<file path="src/rtl/memory_port_arbiter_if.sv">
// Request/ack bundle between the CPU and IOP requesters, the arbiter and the memory port.
// The slave modport is the arbiter's view; the master modport is the requester/memory-model view.
interface memory_port_arbiter_if #(
  parameter int ADDR_W = 17,
  parameter int DATA_W = 32
);
  logic              cpu_req;
  logic              cpu_we;
  logic [ADDR_W-1:0] cpu_addr;
  logic [DATA_W-1:0] cpu_wdata;
  logic              cpu_ack;
  logic [DATA_W-1:0] cpu_rdata;

  logic              iop_req;
  logic              iop_we;
  logic [ADDR_W-1:0] iop_addr;
  logic [DATA_W-1:0] iop_wdata;
  logic              iop_ack;
  logic [DATA_W-1:0] iop_rdata;

  logic              mem_en;
  logic              mem_we;
  logic [ADDR_W-1:0] mem_addr;
  logic [DATA_W-1:0] mem_wdata;
  logic [DATA_W-1:0] mem_rdata;

  modport slave (
    input  cpu_req, cpu_we, cpu_addr, cpu_wdata,
    output cpu_ack, cpu_rdata,
    input  iop_req, iop_we, iop_addr, iop_wdata,
    output iop_ack, iop_rdata,
    output mem_en, mem_we, mem_addr, mem_wdata,
    input  mem_rdata
  );

  modport master (
    output cpu_req, cpu_we, cpu_addr, cpu_wdata,
    input  cpu_ack, cpu_rdata,
    output iop_req, iop_we, iop_addr, iop_wdata,
    input  iop_ack, iop_rdata,
    input  mem_en, mem_we, mem_addr, mem_wdata,
    output mem_rdata
  );
endinterface

</file>
<file path="src/rtl/memory_port_arbiter.sv">
// Round-robin arbiter sharing one fixed-latency memory port between the CPU and the IOP.
//
//  state   | meaning
//  --------+-----------------------------------------------------------
//  S_IDLE  | no access in flight; arbitrate cpu_req / iop_req
//  S_ISSUE | mem_en (and mem_we for writes) high for this single cycle
//  S_WAIT  | latency countdown; capture mem_rdata when cnt == 1
//  S_DONE  | owner's ack pulses for one cycle
module memory_port_arbiter #(
  parameter int ADDR_W      = 17,
  parameter int DATA_W      = 32,
  parameter int MEM_LATENCY = 2
) (
  input  logic                   clock,
  input  logic                   reset,
  memory_port_arbiter_if.slave   bus,
  output logic                   busy,
  output logic                   owner
);

  typedef enum logic [1:0] {S_IDLE, S_ISSUE, S_WAIT, S_DONE} state_t;

  localparam logic [3:0] LAT = 4'(MEM_LATENCY);

  state_t            state_q, state_d;
  logic [3:0]        cnt_q, cnt_d;
  logic              last_grant_q;
  logic              we_q;
  logic              grant_cpu, grant_iop, grant;
  logic              capture;
  logic              sel_we;
  logic [ADDR_W-1:0] sel_addr;
  logic [DATA_W-1:0] sel_wdata;

  always_ff @(posedge clock or negedge reset) begin
    if (!reset) begin
      state_q <= S_IDLE;
      cnt_q   <= '0;
    end else begin
      state_q <= state_d;
      cnt_q   <= cnt_d;
    end
  end

  // On a tie the requester that did not win last time is granted.
  always_comb begin
    state_d   = state_q;
    cnt_d     = cnt_q;
    grant_cpu = 1'b0;
    grant_iop = 1'b0;
    capture   = 1'b0;
    case (state_q)
      S_IDLE: begin
        if (bus.cpu_req && (!bus.iop_req || last_grant_q))
          grant_cpu = 1'b1;
        else if (bus.iop_req)
          grant_iop = 1'b1;
        if (grant_cpu || grant_iop)
          state_d = S_ISSUE;
      end
      S_ISSUE: begin
        cnt_d   = LAT;
        state_d = S_WAIT;
      end
      S_WAIT: begin
        cnt_d = cnt_q - 4'd1;
        if (cnt_q == 4'd1) begin
          capture = 1'b1;
          state_d = S_DONE;
        end
      end
      S_DONE: state_d = S_IDLE;
      default: state_d = S_IDLE;
    endcase
  end

  assign grant     = grant_cpu | grant_iop;
  assign sel_we    = grant_iop ? bus.iop_we    : bus.cpu_we;
  assign sel_addr  = grant_iop ? bus.iop_addr  : bus.cpu_addr;
  assign sel_wdata = grant_iop ? bus.iop_wdata : bus.cpu_wdata;

  // Last-grant resets to IOP so the CPU wins the first tie.
  always_ff @(posedge clock or negedge reset) begin
    if (!reset) begin
      bus.mem_en    <= 1'b0;
      bus.mem_we    <= 1'b0;
      bus.mem_addr  <= '0;
      bus.mem_wdata <= '0;
      bus.cpu_ack   <= 1'b0;
      bus.iop_ack   <= 1'b0;
      bus.cpu_rdata <= '0;
      bus.iop_rdata <= '0;
      busy          <= 1'b0;
      owner         <= 1'b0;
      last_grant_q  <= 1'b1;
      we_q          <= 1'b0;
    end else begin
      bus.mem_en  <= grant;
      bus.mem_we  <= grant & sel_we;
      bus.cpu_ack <= capture & ~owner;
      bus.iop_ack <= capture & owner;
      busy        <= (state_d != S_IDLE);
      if (grant) begin
        bus.mem_addr  <= sel_addr;
        bus.mem_wdata <= sel_wdata;
        we_q          <= sel_we;
        owner         <= grant_iop;
        last_grant_q  <= grant_iop;
      end
      if (capture && !we_q) begin
        if (owner) bus.iop_rdata <= bus.mem_rdata;
        else       bus.cpu_rdata <= bus.mem_rdata;
      end
    end
  end

endmodule

</file>
<file path="src/flat_wrapper.sv">
// flat-port wrapper written by rule: the top's interface ports become plain ports
module memory_port_arbiter_flat 
#(
  parameter int ADDR_W      = 17,
  parameter int DATA_W      = 32,
  parameter int MEM_LATENCY = 2
)
  (clock, reset, busy, owner, bus_cpu_req, bus_cpu_we, bus_cpu_addr, bus_cpu_wdata, bus_cpu_ack, bus_cpu_rdata, bus_iop_req, bus_iop_we, bus_iop_addr, bus_iop_wdata, bus_iop_ack, bus_iop_rdata, bus_mem_en, bus_mem_we, bus_mem_addr, bus_mem_wdata, bus_mem_rdata);
  memory_port_arbiter_if #(.ADDR_W(ADDR_W), .DATA_W(DATA_W)) bus_i ();
  input  logic clock;
  input  logic reset;
  output logic busy;
  output logic owner;
  input wire logic [$bits(bus_i.cpu_req)-1:0] bus_cpu_req;
  input wire logic [$bits(bus_i.cpu_we)-1:0] bus_cpu_we;
  input wire logic [$bits(bus_i.cpu_addr)-1:0] bus_cpu_addr;
  input wire logic [$bits(bus_i.cpu_wdata)-1:0] bus_cpu_wdata;
  output wire logic [$bits(bus_i.cpu_ack)-1:0] bus_cpu_ack;
  output wire logic [$bits(bus_i.cpu_rdata)-1:0] bus_cpu_rdata;
  input wire logic [$bits(bus_i.iop_req)-1:0] bus_iop_req;
  input wire logic [$bits(bus_i.iop_we)-1:0] bus_iop_we;
  input wire logic [$bits(bus_i.iop_addr)-1:0] bus_iop_addr;
  input wire logic [$bits(bus_i.iop_wdata)-1:0] bus_iop_wdata;
  output wire logic [$bits(bus_i.iop_ack)-1:0] bus_iop_ack;
  output wire logic [$bits(bus_i.iop_rdata)-1:0] bus_iop_rdata;
  output wire logic [$bits(bus_i.mem_en)-1:0] bus_mem_en;
  output wire logic [$bits(bus_i.mem_we)-1:0] bus_mem_we;
  output wire logic [$bits(bus_i.mem_addr)-1:0] bus_mem_addr;
  output wire logic [$bits(bus_i.mem_wdata)-1:0] bus_mem_wdata;
  input wire logic [$bits(bus_i.mem_rdata)-1:0] bus_mem_rdata;
  assign bus_i.cpu_req = bus_cpu_req;
  assign bus_i.cpu_we = bus_cpu_we;
  assign bus_i.cpu_addr = bus_cpu_addr;
  assign bus_i.cpu_wdata = bus_cpu_wdata;
  assign bus_cpu_ack = bus_i.cpu_ack;
  assign bus_cpu_rdata = bus_i.cpu_rdata;
  assign bus_i.iop_req = bus_iop_req;
  assign bus_i.iop_we = bus_iop_we;
  assign bus_i.iop_addr = bus_iop_addr;
  assign bus_i.iop_wdata = bus_iop_wdata;
  assign bus_iop_ack = bus_i.iop_ack;
  assign bus_iop_rdata = bus_i.iop_rdata;
  assign bus_mem_en = bus_i.mem_en;
  assign bus_mem_we = bus_i.mem_we;
  assign bus_mem_addr = bus_i.mem_addr;
  assign bus_mem_wdata = bus_i.mem_wdata;
  assign bus_i.mem_rdata = bus_mem_rdata;
  memory_port_arbiter #(.ADDR_W(ADDR_W), .DATA_W(DATA_W), .MEM_LATENCY(MEM_LATENCY)) u_core (.clock(clock), .reset(reset), .bus(bus_i), .busy(busy), .owner(owner));
endmodule
</file>
<file path="config.mk">
export PLATFORM = sky130hd
export DESIGN_NAME = memory_port_arbiter_flat
export DESIGN_NICKNAME = d
export VERILOG_FILES = /design/src/rtl/memory_port_arbiter_if.sv /design/src/rtl/memory_port_arbiter.sv /design/src/flat_wrapper.sv
export SDC_FILE = /design/constraint.sdc
export NUM_CORES = 1
export LEC_CHECK = 0
export CAP_MARGIN = 20
export CELL_PAD_IN_SITES_DETAIL_PLACEMENT = 1
export CELL_PAD_IN_SITES_GLOBAL_PLACEMENT = 1
export CORE_MARGIN = 3
export CORE_UTILIZATION = 25
export CTS_CLUSTER_SIZE = 16
export DETAILED_ROUTE_END_ITERATION = 8
export PLACE_DENSITY_LB_ADDON = 0.1
export SLEW_MARGIN = 20
export SYNTH_ARGS = -nofsm -noshare
export SYNTH_HDL_FRONTEND = slang
export SYNTH_SLANG_ARGS = --single-unit
</file>
<file path="constraint.sdc">
create_clock -name clock -period 3.92 [get_ports clock]
set_clock_uncertainty 0.1 [all_clocks]
set_input_delay 0.784 -clock clock [delete_from_list [all_inputs] [get_ports clock]]
set_output_delay 0.784 -clock clock [all_outputs]
set_load 0.1 [all_outputs]
</file>
Yosys cells after proc, flatten, opt, wreduce, memory -nomap -nowiden
Index checks and enable logic that the tools add are counted.
{ "word_totals": {"input_bits": 136, "register_bits": 127} }
{ "op_classes": {"n_eq_ne": 4, "n_mux": 16, "reduce_logical": 11, "bitwise": 5, "n_addsub": 1} }
{ "ops": {"columns": ["cell", "count"], "rows": [
  ["32-bit 2-to-1 mux", 1],
  ["17-bit 2-to-1 mux", 1],
  ["1-bit 2-to-1 mux", 10],
  ["2-bit one-hot mux with 4 select lines", 1],
  ["4-bit one-hot mux with 2 select lines", 1],
  ["2-bit == test, second input constant", 2],
  ["4-bit by 1-bit == test with 1-bit output, second input constant", 1],
  ["2-bit 2-to-1 mux", 2],
  ["2-bit AND reduction", 2],
  ["2-bit nonzero test", 2],
  ["4-bit by 1-bit subtractor with 4-bit output, second input constant", 1],
  ["1-bit bitwise AND", 3],
  ["2-bit by 1-bit == test with 1-bit output, second input constant", 1],
  ["1-bit logical AND", 2],
  ["1-bit zero test", 2],
  ["2-bit zero test", 1],
  ["1-bit logical OR", 2],
  ["1-bit inverter", 1],
  ["1-bit bitwise OR", 1]
]} }

Longest topological paths before layout
{ "logic_depth": {"depth_word": 9, "depth_mapped": 9, "ltp_nobuf": 6} }

Worst setup path before layout
OpenSTA, ideal clock, no wires.
{ "synth_path": {"kind": "register to register", "startpoint": "register u_core.owner", "endpoint": "register u_core.bus.cpu_rdata[10]", "slack_ps": 1868, "required_time_ps": 3695, "n_path_buf": 2, "path_stages_with_launch": 5, "setup_time_ps": 125, "t_arrival_ps": 1827, "path_cell_list": "dfrtp_1 -> or3_1 -> buf_6 -> buf_12 -> mux2_4"} }
{ "synth_between": {"elab_chain_cells": 2} }
{ "synth_lines": {"columns": ["element", "line_no", "text"], "rows": [
  ["start, declared", "memory_port_arbiter.sv:18", "output logic owner"],
  ["start signal, assigned", "memory_port_arbiter.sv:107", "owner <= grant_iop;"],
  ["1-bit inverter", null, null],
  ["2-bit AND reduction (no line)", null, null],
  ["end signal, assigned", "memory_port_arbiter.sv:112", "else bus.cpu_rdata <= bus.mem_rdata;"],
  ["end, declared", "memory_port_arbiter_if.sv:29", "output cpu_ack, cpu_rdata,"]
]} }
No other way between the ends.
A chain may end at the register's enable or synchronous reset.

Worst setup path after layout
{ "layout_path": {"startpoint": "register u_core.owner", "endpoint": "output port owner"} }
{ "layout_rtl": {"columns": ["element", "line_no", "text"], "rows": [
  ["end, declared", "flat_wrapper.sv:13", "output logic owner;"]
]} }
No word-level cell between the ends.

==> impl_metrics.toml <==
[run_status]
status = "finished, final reports clean"

[synthesis]
synth_compound_area_share_pct = 18.77
synth_adder_area_share_pct = 0.8751
yosysWarningCount = 0
synth-seq-cells = 127
ys_dominant_reg_cell = "dfrtp_1"
synth_top_cell_area_share_pct = 55.13
syn-num-nets = 619
synth-xor-area-share_pct = 0
synthCells = 479
yosys.area.top_type = "dfrtp_1"
synth_top_family_by_area = "compound AO/OA/AOI/OAI gates"
async_reset_ff_share_pct = 100.0
synth_most_common_cell = "dfrtp_1"
syn_area_per_cell_um2 = 11.94
syn-cell-area_um2 = 5719
synth_common_cells = "dfrtp_1 (126), nor2_1 (52), o21ai_0 (52)"
synthMuxAreaShare_pct = 14.75
ys_types = 32
synth.area.top_cells = "dfrtp_1 (55%), mux2_4 (7.9%), o2111ai_1 (7.5%)"
yosysSeqAreaShare_pct = 55.59
synth_edf_count = 0
synth-simple-area-share_pct = 4.857

[timing]
setup_slack_ps = 954.9
min_period_ps = 2965
finalSetupViolCount = 0
finalHoldWorstSlack_ps = 291.7
max_slew.worst_pin.slew_ps = 1077
slew_viol_final = 0
max_freq_mhz = 337.3
hold_violations = 0
max_slew_margin_pct = 27.96
rsz0062_at_grt = "no"
fin_crit_sh_pct = 75.64
finalSetupTns_ps = 0

[clocking]
htreeDepth = 4
postCtsHoldBufs = 0
cts_tree = "built"
cts_buffers = 17
cts_resized = 0
cts.sinks = 127
post_cts_buffers = 0
root_buffer = "clkbuf_16"
path_clk_slew_ps = 60
clock_path_buffers = 2
clk_latency_ps = 420

[route]
wl_per_cell_um = 20.19
routed_wl_um = 20210
drt_first_pass_iters = 4
antenna_left = 0
via_per_inst = 4.913
drc = 0
vias = 4918
drtIter0Drc = 167

[worst_setup_path]
cpMaxStageDelayCell = "clkdlybuf4s50_1"
slowest_delay_ps = 1210
critical_path_class = "reg -> out"
cp-end-kind = "output pin"
worst-path-buf-inv = 1
r2r_start = "u_core.state_q[0]$_DFF_PN0_"
cp_max_fo = 6
critPathTopFamily = "buffers and inverters"
crit_required_ps = 3040
startpoint = "u_core.owner$_DFFE_PN0P_"
crit_path_start_kind = "flop"
cp_cell_sequence = "clkdlybuf4s50_1"
worstPathArrival_ps = 2080

[cells_and_area]
drive_above_1_share_pct = 15.81
fin_nets = 848
syn_to_final_growth_pct = 58.50
diodes = 0

[grt]
grt_max_degree = 81
grtUsageTotal_pct = 16.38
antenna_found_initial = 0
grt_pass1_wl_um = 31570
grt_overflow = 0
first_global_vias = 5469

[floorplanning]
start_util_pct = 25.81
die_h_um = 157.3
fp.dieW_um = 157.3
ios = 255
dieArea_um2 = 24730
rows = 54
core-area_um2 = 22160

[placement]
pre_cts_ws_ps = 966.6
io_buffer_count = 254
gp_congestion = 0.7474
place_hpwl_um = 13880

[hold_path]
min_path_type = "in -> async"

[job]
max-cap-violations = 0
state kept, by name, summed over array words and instances, names as in the netlist:
| name | cells |
|---|---|
| u_core.bus.cpu_rdata | 32 |
| u_core.bus.iop_rdata | 32 |
| u_core.bus.mem_wdata | 32 |
| u_core.bus.mem_addr | 17 |
| u_core.cnt_q | 4 |
| u_core.state_q | 2 |
| u_core.bus.cpu_ack | 1 |
| u_core.bus.iop_ack | 1 |
| u_core.bus.mem_en | 1 |
| u_core.bus.mem_we | 1 |
| u_core.busy | 1 |
| u_core.last_grant_q | 1 |
| u_core.owner | 1 |
| u_core.we_q | 1 |
area by class of cell:
type / instances / area, µm²
fillers: 2340 / 13100
flip-flops and latches: 127 / 3179
repair buffers: 261 / 2616
multi-input cells: 293 / 2256
clock buffers: 18 / 429.2
well taps: 280 / 350.3
clock inverters: 14 / 203.9
inverters: 8 / 30.03
placed cells by master, fill, tap and decap left out, types with 4 or more instances in the layout:
| master | count |
|---|---|
| inv_1 | 5 |
| o21ai_0 | 52 |
| o2111ai_1 | 49 |
| nor2_1 | 52 |
| a31oi_1 | 51 |
| buf_4 | 5 |
| inv_6 | 4 |
| bufinv_16 | 4 |
| clkbuf_16 | 17 |
| mux2_2 | 34 |
| dfrtp_1 | 126 |
| clkdlybuf4s50_1 | 252 |
| mux2_4 | 30 |
final timing paths:
| check | depth (start not counted) | slack [ps] | to |
|---|---|---|---|
| max | 1 | 950 | owner |
| min | 1 | 290 | u_core.bus.iop_rdata[24]$_DFFE_PN0P_ |
| max reg2reg | 7 | 1300 | u_core.bus.mem_wdata[23]$_DFFE_PN0P_ |
| min reg2reg | 1 | 400 | u_core.bus.cpu_rdata[31]$_DFFE_PN0P_ |
| max in group asynchronous | 2 | 2620 | u_core.bus.cpu_rdata[9]$_DFFE_PN0P_ |
| min in group clock | 1 | 400 | u_core.bus.cpu_rdata[31]$_DFFE_PN0P_ |
cell families (layout without fill, tap and decap cells):
| family | after synthesis | after routing |
|---|---|---|
| AO/OA/AOI/OAI | 160 | 160 |
| adder cells (fa/ha/maj) | 4 | 4 |
| buffers and inverters | 59 | 301 |
| flip-flops | 127 | 127 |
| multiplexers | 65 | 65 |
| AND/OR/NAND/NOR | 64 | 64 |
metrics by stage:
| step | cell area, µm² | util (%) | instances |
|---|---|---|---|
| global route | 9065 | 40.90 | 1001 |
| detailed placement | 8432 | 38.05 | 969 |
| global placement | 8428 | 38.03 | 969 |
| floorplan | 5719 | - | 479 |
| CTS | 9065 | 40.90 | 1001 |
| finish | 9065 | 40.90 | 1001 |
layer usage:
metal  part of all wire (%)  wire length [µm]  track usage [%]
met5                      0                 0                0
met4                    1.6               325            5.207
met3                    6.7              1347            5.004
met2                     47              9410            26.04
met1                     45              9128            21.45
Power is not shown: default switching activity piles up to over one toggle a cycle in this logic, so the estimate is an artifact.
